## config.mk

```make
export PLATFORM = sky130hd
export DESIGN_NAME = sync_fifo_flags
export DESIGN_NICKNAME = d
export VERILOG_FILES = /design/src/rtl/fifo_pkg.sv /design/src/rtl/fifo_ram.sv /design/src/rtl/sync_fifo_flags.sv
export SDC_FILE = /design/constraint.sdc
export NUM_CORES = 1
export LEC_CHECK = 0
export ABC_AREA = 1
export CORE_MARGIN = 2
export CORE_UTILIZATION = 35
export DETAILED_ROUTE_END_ITERATION = 10
export GPL_TIMING_DRIVEN = 0
export PLACE_DENSITY = 0.66
export SLEW_MARGIN = 15
export SYNTH_ARGS = -nofsm -noshare
export SYNTH_HDL_FRONTEND = slang
export SYNTH_SLANG_ARGS = --single-unit
```

## constraint.sdc

```tcl
create_clock -name Clk -period 2.4 [get_ports Clk]
set_clock_uncertainty 0.1 [all_clocks]
set_input_delay 0.36 -clock Clk [delete_from_list [all_inputs] [get_ports Clk]]
set_output_delay 0.36 -clock Clk [all_outputs]
set_load 0.05 [all_outputs]
```

## src/rtl/fifo_pkg.sv

```systemverilog
// Shared constants and helpers for the flagged synchronous FIFO.
package fifo_pkg;
  localparam int DATA_W_DEF     = 8;
  localparam int DEPTH_LOG2_DEF = 4;

  // Occupancy spans 0..DEPTH inclusive, so it needs one bit beyond the address.
  function automatic int lvl_w(input int depth_log2);
    return depth_log2 + 1;
  endfunction
endpackage

```

## src/rtl/fifo_ram.sv

```systemverilog
// DEPTH x DATA_W storage: one synchronous write port, one asynchronous read port, no reset.
module fifo_ram #(
  parameter int DATA_W = 8,
  parameter int AW     = 4
) (
  input  logic              Clk,
  input  logic              we_i,
  input  logic [AW-1:0]     waddr_i,
  input  logic [DATA_W-1:0] wdata_i,
  input  logic [AW-1:0]     raddr_i,
  output logic [DATA_W-1:0] rdata_o
);
  logic [DATA_W-1:0] mem_q [2**AW];

  always_ff @(posedge Clk) begin
    if (we_i) mem_q[waddr_i] <= wdata_i;
  end

  assign rdata_o = mem_q[raddr_i];
endmodule

```

## src/rtl/sync_fifo_flags.sv

```systemverilog
// Single-clock FIFO with registered occupancy, status flags and sticky error flags.
module sync_fifo_flags
  import fifo_pkg::*;
#(
  parameter int DATA_W     = DATA_W_DEF,
  parameter int DEPTH_LOG2 = DEPTH_LOG2_DEF,
  parameter int FWFT       = 0
) (
  input  logic                  Clk,
  input  logic                  Reset_n,
  input  logic                  flush,
  input  logic                  wr_enable,
  input  logic [DATA_W-1:0]     wr_data,
  input  logic                  rd_enable,
  output logic [DATA_W-1:0]     rd_data,
  output logic                  rd_valid,
  input  logic [DEPTH_LOG2:0]   afull_thresh,
  input  logic [DEPTH_LOG2:0]   aempty_thresh,
  output logic                  full,
  output logic                  empty,
  output logic                  almost_full,
  output logic                  almost_empty,
  output logic                  half,
  output logic [DEPTH_LOG2:0]   level,
  output logic                  overflow,
  output logic                  underflow,
  input  logic                  clr_err
);
  localparam int DEPTH = 2**DEPTH_LOG2;
  localparam int LW    = lvl_w(DEPTH_LOG2);

  logic [LW-1:0]     wr_ptr_q, wr_ptr_d, rd_ptr_q, rd_ptr_d, level_q, level_d;
  logic [DATA_W-1:0] rd_data_q, rd_data_d, ram_rdata;
  logic              rd_valid_q, rd_valid_d, ovf_q, ovf_d, unf_q, unf_d;
  logic              push_ok, pop_ok;

  assign level        = level_q;
  assign full         = (level_q == LW'(DEPTH));
  assign empty        = (level_q == '0);
  assign half         = (level_q >= LW'(DEPTH / 2));
  assign almost_full  = (level_q >= afull_thresh);
  assign almost_empty = (level_q <= aempty_thresh);
  assign overflow     = ovf_q;
  assign underflow    = unf_q;

  // A pop frees the slot the push needs, so a full FIFO still accepts push+pop.
  assign pop_ok  = rd_enable & ~empty;
  assign push_ok = wr_enable & (~full | pop_ok);

  always_comb begin
    wr_ptr_d   = wr_ptr_q;
    rd_ptr_d   = rd_ptr_q;
    level_d    = level_q;
    rd_data_d  = rd_data_q;
    rd_valid_d = 1'b0;
    // Set wins over clear.
    ovf_d      = (ovf_q & ~clr_err) | (wr_enable & ~push_ok);
    unf_d      = (unf_q & ~clr_err) | (rd_enable & empty);
    if (flush) begin
      wr_ptr_d = '0;
      rd_ptr_d = '0;
      level_d  = '0;
    end else begin
      if (push_ok) wr_ptr_d = wr_ptr_q + LW'(1);
      if (pop_ok) begin
        rd_ptr_d   = rd_ptr_q + LW'(1);
        rd_data_d  = ram_rdata;
        rd_valid_d = 1'b1;
      end
      if (push_ok && !pop_ok)      level_d = level_q + LW'(1);
      else if (pop_ok && !push_ok) level_d = level_q - LW'(1);
    end
  end

  always_ff @(posedge Clk) begin
    if (!Reset_n) begin
      wr_ptr_q   <= '0;
      rd_ptr_q   <= '0;
      level_q    <= '0;
      rd_data_q  <= '0;
      rd_valid_q <= 1'b0;
      ovf_q      <= 1'b0;
      unf_q      <= 1'b0;
    end else begin
      wr_ptr_q   <= wr_ptr_d;
      rd_ptr_q   <= rd_ptr_d;
      level_q    <= level_d;
      rd_data_q  <= rd_data_d;
      rd_valid_q <= rd_valid_d;
      ovf_q      <= ovf_d;
      unf_q      <= unf_d;
    end
  end

  fifo_ram #(.DATA_W(DATA_W), .AW(DEPTH_LOG2)) u_ram (
    .Clk     (Clk),
    .we_i    (push_ok & ~flush & Reset_n),
    .waddr_i (wr_ptr_q[DEPTH_LOG2-1:0]),
    .wdata_i (wr_data),
    .raddr_i (rd_ptr_q[DEPTH_LOG2-1:0]),
    .rdata_o (ram_rdata)
  );

  if (FWFT != 0) begin : g_fwft
    assign rd_data  = ram_rdata;
    assign rd_valid = ~empty;
  end else begin : g_reg
    assign rd_data  = rd_data_q;
    assign rd_valid = rd_valid_q;
  end
endmodule

```

==> run summary, run 1 <==
Root buffer cell: clkbuf_16
Cell area after synthesis: 0.00699 mm2
Drc violations: 0
Hold/Removal Path Class: in2reg
Area Growth Syn to Fin: 22.0%
Count leader, synth: nand2_1
Rel. slew slack: 47.0%
Cell depth of the worst flop-to-flop path: 16
Final nets: 825
Yosys top cell area share: 55.0%
Crit. End Element: flip-flop
Post-Synthesis Cells: 712
Initial Utilization: 35.8%
Max frequency: 0.429 GHz
Critical path class: in2reg
Worst Hold Slack: 0.196 ns
Hold Violations, Final: 0
Num CTS Buffers: 17
WHS Path Cells: 3
Syn_nets: 756
Vias/cell: 4.72
Status: finished, final reports clean
First-pass GRT wire length: 26.1 mm
Die Y: 145 um
Die X: 145 um
Yosys cell types: 31
Drt first-iter violations: 471
Worst slew pin tran: 0.792 ns
Crit path max fanout: 10
Asr flop ratio synth: 0%
Mean Syn Cell Area: 9.82 um2
TritonCTS sink count: 152
H-tree levels: 4
TritonCTS clock tree: done
TritonRoute pass-1 iters: 5
Area leader, netlist: edfxtp_1
M3 GR Usage: 3.27%
GR Util met1: 22.0%
Clock Latency Late Sink: 0.43 ns
Antenna violations before repair: 0
Worst EP arrival: 2.29 ns
Layout fillers: 1868
Number of global-route vias before repair: 4646
Area contributors post-synth: edfxtp_1 (55%), nand2_1 (12%), nand3_1 (7.2%)
Setup TNS: 0 ns
#FFs+latches synth: 152
GP Congestion: 0.891
Boundary pin count: 45
PwrDens: 824 mW/mm2
LEAKAGE: 3.57 nW
Routed WL: 17.1 mm
Grt total ovfl: 0
Most common library cells after synthesis: nand2_1 (221), edfxtp_1 (128), inv_1 (100), nand3_1 (100), nor2_1 (27)
Placed Area: 0.00782 mm2
Clock slew at reported path FFs: 0.06 ns
PortBufs: 43
Required time of the critical path: 2.36 ns
Max-slew violation count: 0
Hold Buf Count CTS: 0
Avg WL per Cell: 16.1 um
Antenna Nets Post-Route: 0
Max Cap Viol: 0
Met2 GRT Util: 26.6%
ANT cells: 0
Final setup viols: 0
Largest net degree at the start of global routing: 17
GRT busiest layer: met2
Startpoint Class: input pin
Layout cell share with drive strength beyond 1: 12.8%
All-layer global routing usage: 16.5%
Vias: 5002
Number of synthesized flops with an enable pin: 128
Fin area: 0.00853 mm2
Clock buffer depth: 2
Core ar.: 0.0195 mm2
Crit path time final: 2.33 ns
Die Area: 0.0211 mm2
Final Cycle Share: 97.2%
Register area share after synthesis: 61.9%
Predominant post-synthesis flop cell: edfxtp_1
DPL Wire Length: 11.5 mm
Rows: 51
Synth warn: 0
Peak VDD IR: 501 uV
## timing repair
| action | 4_1_cts | 5_1_grt |
|---|---|---|
| setup endpoints to repair | 5 | 35 |
| resized for setup | 11 | 17 |
| buffers inserted | 0 | 8 |
| endpoints found under the hold margin | 0 | 0 |
| pin swaps | 0 | 5 |
## final cells by class
type	count	area [um2]	area share, %
multi-input cells	424	2160	25.3
well taps	265	332	3.89
clock buffers	17	425	4.99
inverters	107	414	4.86
plain buffers	29	184	2.16
clock inverters	15	196	2.30
repair buffers	50	473	5.55
flip-flops and latches	152	4340	50.9
## state kept, by name, summed over array words and instances (netlist names)
name / count
rd_data: 8
u_ram.mem_q: 128
underflow: 1
rd_ptr_q: 4
rd_valid: 1
overflow: 1
wr_ptr_q: 4
level: 5
## through the flow
stage	total power [mW]	setup slack [ns]	std cells	utilization, %
detailed placement	4.22	-0.415	1020	40.0
CTS	7.00	0.0109	1052	43.2
global route	7.27	-0.00935	1059	43.7
finish	7.02	0.0676	1059	43.7
floorplan	3.82	0.0165	712	-
global placement	4.20	-0.418	1020	40.0
## power by group
part / internal, mW / total, mW / switching [mW] / leakage [nW]
clock network: 1.74 / 2.81 / 1.07 / 0.301
logic: 0.436 / 1.24 / 0.807 / 1.91
registers: 2.92 / 2.97 / 0.0502 / 1.35
## critical path: stages
cell and delay, ns:
clkdlybuf4s50_1 0.51, nor2_2 0.23, buf_2 0.25, nand3_1 0.28
nor2_1 0.65
## layout by cell type, fill, tap and decap left out, types with 3 or more instances in the layout
master           count
a21oi_1             14
buf_2               16
buf_4               16
bufinv_16            4
clkbuf_16           17
clkdlybuf4s50_1     39
clkinv_1             4
dfxtp_1             19
dfxtp_4              5
edfxtp_1           128
ha_1                16
ha_4                 3
inv_1               98
inv_2                5
inv_6                4
nand2_1            220
nand2_2              5
nand3_1             99
nor2_1              22
nor2_2               6
o21a_1               8
o21ai_0              8
xor2_1               4
## metal layers
layer / share of wire [%] / wire [um]
met1: 43 / 7340
met5: 0 / 0
met3: 6.6 / 1120
met4: 2.2 / 375
met2: 48 / 8210
## path summary, 6_finish.rpt
kind,start,end,slack (ns)
setup / recovery,flush,u_ram.mem_q[10][3]$_DFFE_PP_,0.07
hold / removal,Reset_n,overflow$_SDFF_PN0_,0.20
setup reg to reg,level[1]$_SDFFE_PP0P_,level[4]$_SDFFE_PP0P_,0.22
hold reg to reg,overflow$_SDFF_PN0_,overflow$_SDFF_PN0_,0.37
## cell families (layout without fill, tap and decap cells)
group                    Yosys count  count (layout)  synth area share, %
AND/OR/NAND/NOR                  362             362                 22.4
adder cells (fa/ha/maj)           20              20                 3.69
buffers and inverters            136             218                 8.41
AO/OA/AOI/OAI                     37              37                 3.03
XOR/XNOR                           5               5                0.627
flip-flops                       152             152                 61.9
(Power assumes the default switching activity.)
==> inputs of run 2 (changes only) <==
--- a/config.mk
+++ b/config.mk
@@ -5,7 +5,6 @@
 export SDC_FILE = /design/constraint.sdc
 export NUM_CORES = 1
 export LEC_CHECK = 0
-export ABC_AREA = 1
 export CORE_MARGIN = 2
 export CORE_UTILIZATION = 35
 export DETAILED_ROUTE_END_ITERATION = 10
==> run 2 against run 1 <==
Effect of this change: the run now ends with negative setup slack left; sequential cell count did not move; critical path depth rose by 6; via count fell by 33%.
==> run summary, run 2 <==
Die Y: 138 um (-4.9%)
Root buffer cell: clkbuf_16
Placed Cells: 636 (-38%)
Placed Area: 0.00708 mm2 (-9.4%)
Mean Syn Cell Area: 17.4 um2 (+77%)
Reg with most FFs: u_ram.mem_q
Die Area: 0.0191 mm2 (-9.6%)
Max-slew violation count: 0 (unchanged)
Reg2Reg Setup Slack: -0.35 ns (-0.57 ns)
TritonCTS sink count: 152 (unchanged)
Failing checks: negative setup slack
Fin area: 0.00785 mm2 (-8.0%)
Number of global-route vias before repair: 3507 (-25%)
Utilization after layout: 44.1% (+0.45 points)
Yosys top cell area share: 61.0% (+6.0 points)
Chain of cells forming the critical path: or4_4, o31a_1, buf_6, ha_4, inv_4, ha_4, a21o_1, a21oi_2, xnor2_1, or3_1, a21oi_2
Synth warn: 0 (unchanged)
Final worst setup slack: -0.348 ns (-0.416 ns)
Commonest non-fill, non-tap cell in the layout: edfxtp_1
Die X: 138 um (-4.9%)
Rows: 49 (-3.9%)
Layout fillers: 1558 (-17%)
Cell Count, Final, Fillers Out: 678 (-36%)
GR Util met1: 17.4% (-4.5 points)
First-pass GRT wire length: 19.7 mm (-24%)
Final setup viols: 7 (+7)
PortBufs: 44 (+2.3%)
Clock slew at reported path FFs: 0.06 ns (about the same)
TritonCTS clock tree: done
Status: complete, but fails checks
Register area share after synthesis: 68.7% (+6.8 points)
Number of synthesized flops with an enable pin: 128 (unchanged)
M3 GR Usage: 3.74% (+0.47 points)
Most frequent cells in the layout: edfxtp_1 (128), clkdlybuf4s50_1 (39), mux4_2 (25)
Drc violations: 0 (unchanged)
Hold path startpoint: rd_data[6]$_SDFFE_PN0P_
GP Congestion: 0.794 (-11%)
Crit path max fanout: 4 (-6)
Vias/cell: 4.93 (+4.3%)
Grt total ovfl: 0 (unchanged)
Slowest cell delay on critical path: 0.55 ns (-0.10 ns)
Cell depth of the worst flop-to-flop path: 11 (-5)
Asr flop ratio synth: 0% (unchanged)
Boundary pin count: 45 (unchanged)
Most common library cells after synthesis: edfxtp_1 (128), nor2_1 (39), mux4_2 (25), dfxtp_1 (24), ha_1 (19)
Routed WL: 12.8 mm (-25%)
All-layer global routing usage: 13.9% (-2.6 points)
Max frequency: 0.364 GHz (-15%)
Antenna Nets Post-Route: 0 (unchanged)
Final nets: 481 (-42%)
Worst EP arrival: 3.01 ns (+0.72 ns)
Total power: 6.51 mW (-7.3%)
Syn_nets: 407 (-46%)
PwrDens: 829 mW/mm2 (+0.72%)
Antenna violations before repair: 0 (unchanged)
Worst Hold Slack: 0.410 ns (+0.214 ns)
Cell area after synthesis: 0.00630 mm2 (-9.9%)
Worst r2r src: level[0]$_SDFFE_PP0P_
Met2 GRT Util: 23.2% (-3.3 points)
Vias: 3340 (-33%)
GRT busiest layer: met2
DPL Wire Length: 8.31 mm (-28%)
Clock Latency Late Sink: 0.42 ns (about the same)
Post-Synthesis Cells: 363 (-49%)
Slowest CP cell: or4_4
Hold/Removal Path Class: reg2reg
Worst setup startpoint: level[0]$_SDFFE_PP0P_
Drt first-iter violations: 210 (-55%)
Clock buffer depth: 2 (unchanged)
Setup WS pre-CTS: -0.781 ns (-0.367 ns)
Worst slew pin tran: 1.04 ns (+0.243 ns)
CP bufs+invs: 2 (unchanged)
Final Cycle Share: 115% (+17 points)
Core ar.: 0.0178 mm2 (-8.9%)
Crit path max-delay family: simple AND/OR/NAND/NOR gates
Crit path time final: 2.75 ns (+0.416 ns)
Area leader, netlist: edfxtp_1
Layout cell share with drive strength beyond 1: 28.7% (+16 points)
Required time of the critical path: 2.66 ns (+0.30 ns)
TritonRoute pass-1 iters: 4 (-1)
Count leader, synth: edfxtp_1
Predominant post-synthesis flop cell: edfxtp_1
Hold Buf Count CTS: 0 (unchanged)
ANT cells: 0 (unchanged)
Hold Violations, Final: 0 (unchanged)
Worst Hold End: rd_data[6]$_SDFFE_PN0P_
Area contributors post-synth: edfxtp_1 (61%), mux4_2 (8.9%), dfxtp_1 (7.6%)
RSZ-0062 raised after global routing: true
Area Growth Syn to Fin: 24.6%
Largest net degree at the start of global routing: 17 (unchanged)
LEAKAGE: 2.61 nW (-27%)
Largest register FFs: 128 (unchanged)
H-tree levels: 4 (unchanged)
Setup TNS: -1.06 ns (-1.06 ns)
Startpoint Class: flip-flop
Rel. slew slack: 30.4% (-17 points)
Yosys cell types: 40 (+29%)
#FFs+latches synth: 152 (unchanged)
WHS Path Cells: 1 (-2)
Crit. End Element: flip-flop
FF-to-FF End: level[4]$_SDFFE_PP0P_
Peak VDD IR: 504 uV (+0.58%)
Avg WL per Cell: 18.9 um (+17%)
Critical path class: reg2reg
Initial Utilization: 35.4% (-0.37 points)
Num CTS Buffers: 17 (unchanged)
Max Cap Viol: 0 (unchanged)
-- run 2: cell types whose count changed in the layout (fill, tap and decap cells not counted), moves of 11 or more --
cell	previous run	this run
buf_2	16	2
nand2_1	220	7
nand3_1	99	2
mux4_2	0	25
inv_1	98	12
nor2_2	6	17
-- run 2: area by class of cell --
class / count / area, um2 / area share, %
flip-flops and latches: 152 / 4330 / 55.2
well taps: 229 / 287 / 3.65
clock inverters: 14 / 149 / 1.90
plain buffers: 13 / 90.1 / 1.15
multi-input cells: 181 / 1940 / 24.8
repair buffers: 56 / 546 / 6.95
clock buffers: 17 / 425 / 5.42
inverters: 16 / 70.1 / 0.893
-- run 2: cell families after synthesis --
logic type	count (synthesis)	synth area share, %
flip-flops	152	68.7
buffers and inverters	30	2.36
multiplexers	49	14.7
AO/OA/AOI/OAI	33	3.66
XOR/XNOR	10	1.39
AND/OR/NAND/NOR	69	5.13
adder cells (fa/ha/maj)	20	4.09
-- run 2: worst max-delay path by stage --
stage                            endpoint  slack [ns]  cells after the start
finish              level[4]$_SDFFE_PP0P_       -0.35                     11
detailed placement           almost_empty       -0.78                      9
floorplan           level[4]$_SDFFE_PP0P_       -0.36                     11
CTS                 level[4]$_SDFFE_PP0P_       -0.36                     11
global route        level[4]$_SDFFE_PP0P_       -0.46                     11
global placement             almost_empty       -0.75                      9
-- run 2: per-layer routing --
metal,wire length [um],up-vias
li1,-,1561
met1,5380,1660
met2,6500,106
met3,778,13
met4,148,0
met5,0,-
-- run 2: repair_timing --
| action | 4_1_cts | 5_1_grt |
|---|---|---|
| endpoints found under the setup margin | 16 | 100 |
| endpoints found under the hold margin | 0 | 0 |
| buffers inserted | 8 | 4 |
| pin swaps | 7 | 7 |
| gates resized for setup | 32 | 31 |
-- run 2: power by group --
| group | leakage, nW | switching [mW] | internal (mW) |
|---|---|---|---|
| combinational | 0.982 | 0.537 | 0.431 |
| clock | 0.279 | 1.06 | 1.53 |
| sequential | 1.35 | 0.0446 | 2.90 |
==> inputs of run 3 (changes only) <==
--- a/config.mk
+++ b/config.mk
@@ -10,7 +10,7 @@
 export DETAILED_ROUTE_END_ITERATION = 10
 export GPL_TIMING_DRIVEN = 0
 export PLACE_DENSITY = 0.66
-export SLEW_MARGIN = 15
+export SLEW_MARGIN = 40
 export SYNTH_ARGS = -nofsm -noshare
 export SYNTH_HDL_FRONTEND = slang
 export SYNTH_SLANG_ARGS = --single-unit
==> run 3 against run 2 <==
Effect of this change: the run still ends with negative setup slack left; count of clock-buffer cells in the layout is the same; cell area up 0.91%; sequential cell count unchanged; utilization up 0.40 points; global-route usage increased by 0.14 points; setup slack worse by 0.015 ns; highest routed layer unchanged.
==> run summary, run 3 (synthesized netlist as in run 2, its figures left out) <==
Grt total ovfl: 0 (unchanged)
Routed WL: 12.8 mm (+0.14%)
Hold Buf Count CTS: 0 (unchanged)
Initial Utilization: 35.4% (unchanged)
Worst EP arrival: 3.02 ns (about the same)
Final Cycle Share: 115% (+0.64 points)
Slowest cell delay on critical path: 0.55 ns (about the same)
P_sw: 1.63 mW (-0.30%)
Number of global-route vias before repair: 3586 (+2.3%)
Core ar.: 0.0178 mm2 (unchanged)
Hold path startpoint: rd_data[6]$_SDFFE_PN0P_
TritonRoute pass-1 iters: 4 (unchanged)
Required time of the critical path: 2.66 ns (about the same)
Layout cell share with drive strength beyond 1: 30.1% (+1.4 points)
PortBufs: 44 (unchanged)
Most frequent cells in the layout: edfxtp_1 (128), clkdlybuf4s50_1 (39), mux4_2 (25)
Chain of cells forming the critical path: or4_4, o21a_4, clkinv_4, ha_4, inv_4, fa_2, a21o_1, a21oi_2, xnor2_1, or3_1, a21oi_2
Commonest non-fill, non-tap cell in the layout: edfxtp_1
Clock buffer depth: 2 (unchanged)
Worst Hold Slack: 0.411 ns (+0.00152 ns)
Placed Cells: 636 (unchanged)
Hold Violations, Final: 0 (unchanged)
Failing checks: negative setup slack
Critical path class: reg2reg
PwrDens: 820 mW/mm2 (-1.2%)
Final worst setup slack: -0.363 ns (-0.0153 ns)
Setup WS pre-CTS: -0.776 ns (+0.00531 ns)
Avg WL per Cell: 18.8 um (-0.30%)
RSZ-0062 raised after global routing: true
Max-slew violation count: 0 (unchanged)
Drc violations: 0 (unchanged)
Startpoint Class: flip-flop
Crit path top cell by count: a21oi_2
Total power: 6.49 mW (-0.29%)
ANT cells: 0 (unchanged)
Hold/Removal Path Class: reg2reg
Root buffer cell: clkbuf_16
Crit path max fanout: 5 (+1)
All-layer global routing usage: 14.0% (+0.14 points)
DPL Wire Length: 8.32 mm (+0.14%)
GP Congestion: 0.794 (unchanged)
H-tree levels: 4 (unchanged)
Final setup viols: 6 (-1)
LEAKAGE: 2.62 nW (+0.48%)
Die X: 138 um (unchanged)
Slowest CP cell: or4_4
Comb power frac: 14.9% (about the same)
Vias/cell: 4.97 (+0.90%)
Final nets: 484 (+0.62%)
TritonCTS clock tree: done
Max Cap Viol: 0 (unchanged)
Num CTS Buffers: 17 (unchanged)
Area Growth Syn to Fin: 25.7%
Fin area: 0.00792 mm2 (+0.91%)
Drt first-iter violations: 194 (-7.6%)
FF-to-FF End: level[4]$_SDFFE_PP0P_
Largest net degree at the start of global routing: 17 (unchanged)
Rows: 49 (unchanged)
TritonCTS sink count: 152 (unchanged)
Worst Hold End: rd_data[6]$_SDFFE_PN0P_
Crit. End Element: flip-flop
Seq pwr share: 45.4% (about the same)
Switching fraction of total power: 25.2% (about the same)
Worst r2r src: level[0]$_SDFFE_PP0P_
Worst slew pin tran: 0.629 ns (-0.406 ns)
Clock Latency Late Sink: 0.43 ns (about the same)
Status: complete, but fails checks
Die Area: 0.0191 mm2 (unchanged)
Placed Area: 0.00710 mm2 (+0.28%)
Crit path time final: 2.76 ns (+0.0153 ns)
WHS Path Cells: 1 (unchanged)
Reg with most FFs: u_ram.mem_q
Worst setup startpoint: level[0]$_SDFFE_PP0P_
Max frequency: 0.362 GHz (-0.55%)
Reg2Reg Setup Slack: -0.36 ns (-0.02 ns)
Clock slew at reported path FFs: 0.06 ns (about the same)
Cell depth of the worst flop-to-flop path: 11 (unchanged)
First-pass GRT wire length: 19.9 mm (+0.63%)
Die Y: 138 um (unchanged)
Antenna Nets Post-Route: 0 (unchanged)
Antenna violations before repair: 0 (unchanged)
Rel. slew slack: 57.8% (+27 points)
P_int: 4.85 mW (-0.28%)
Boundary pin count: 45 (unchanged)
Vias: 3385 (+1.3%)
Peak VDD IR: 527 uV (+4.6%)
Clock power frac: 39.7% (about the same)
Cell Count, Final, Fillers Out: 681 (+0.44%)
Largest register FFs: 128 (unchanged)
==> run 3: cell count changes in the layout (fill, tap and decap cells not counted), moves of 2 or more <==
| cell | before | now |
|---|---|---|
| buf_4 | 12 | 14 |
| ha_1 | 16 | 12 |
| ha_4 | 3 | 7 |
| inv_6 | 3 | 5 |
==> run 3: per-layer routing <==
| metal | part of all wire [%] | track usage, % | up-vias | wire [um] |
|---|---|---|---|---|
| met5 | 0 | 0 | - | 0 |
| met4 | 1.5 | 5.10 | 0 | 187 |
| met3 | 6.4 | 3.98 | 19 | 827 |
| met2 | 51 | 23.4 | 105 | 6530 |
| met1 | 41 | 17.5 | 1696 | 5280 |
| li1 | - | - | 1565 | - |
==> run 3: what timing repair did <==
action	in CTS	in global routing
endpoints found under the setup margin	16	9
buffers inserted	12	2
resized for setup	39	14
pin swaps	10	13
gates cloned	0	0
==> run 3: cell type report <==
cell class / instances / area [um2]
fill: 1580 / 9860
sequential: 152 / 4340
multi-input combinational: 181 / 2000
timing repair buffer: 58 / 554
clock buffer: 17 / 425
tap: 229 / 287
clock inverter: 14 / 146
buffer: 14 / 95.1
inverter: 16 / 72.6
==> run 3: stage by stage <==
stage / utilization, % / TNS, ns
after global placement: 39.8 / -38.98
after CTS: 44.0 / -1.10
final: 44.5 / -1.02
after global routing: 44.5 / -1.67
after detailed placement: 39.9 / -32.34
after floorplan: - / -0.620
==> run 3: how the worst max path moves through the flow <==
stage | to | cells past startpoint
floorplan | level[4]$_SDFFE_PP0P_ | 11
global placement | almost_empty | 9
detailed placement | almost_empty | 9
CTS | level[4]$_SDFFE_PP0P_ | 11
global route | level[4]$_SDFFE_PP0P_ | 11
finish | level[4]$_SDFFE_PP0P_ | 11
==> run 3: power groups by stage <==
stage	clock network [mW]	logic [mW]	registers [mW]
after detailed placement	0	0.839	3.01
after floorplan	0	0.466	3.11
final	2.57	0.967	2.95
after global placement	0	0.815	3.01
after CTS	2.61	0.937	2.95
after global routing	2.72	1.04	2.95
==> run 3: worst max-delay path: cells and delay by family (launching register included) <==
family / cells / cell delay [ns]
buffers and inverters: 2 / 0.12
AND/OR/NAND/NOR: 2 / 0.91
flip-flops: 1 / 0.34
XOR/XNOR: 1 / 0.08
adder cells (fa/ha/maj): 2 / 0.48
AO/OA/AOI/OAI: 4 / 0.67
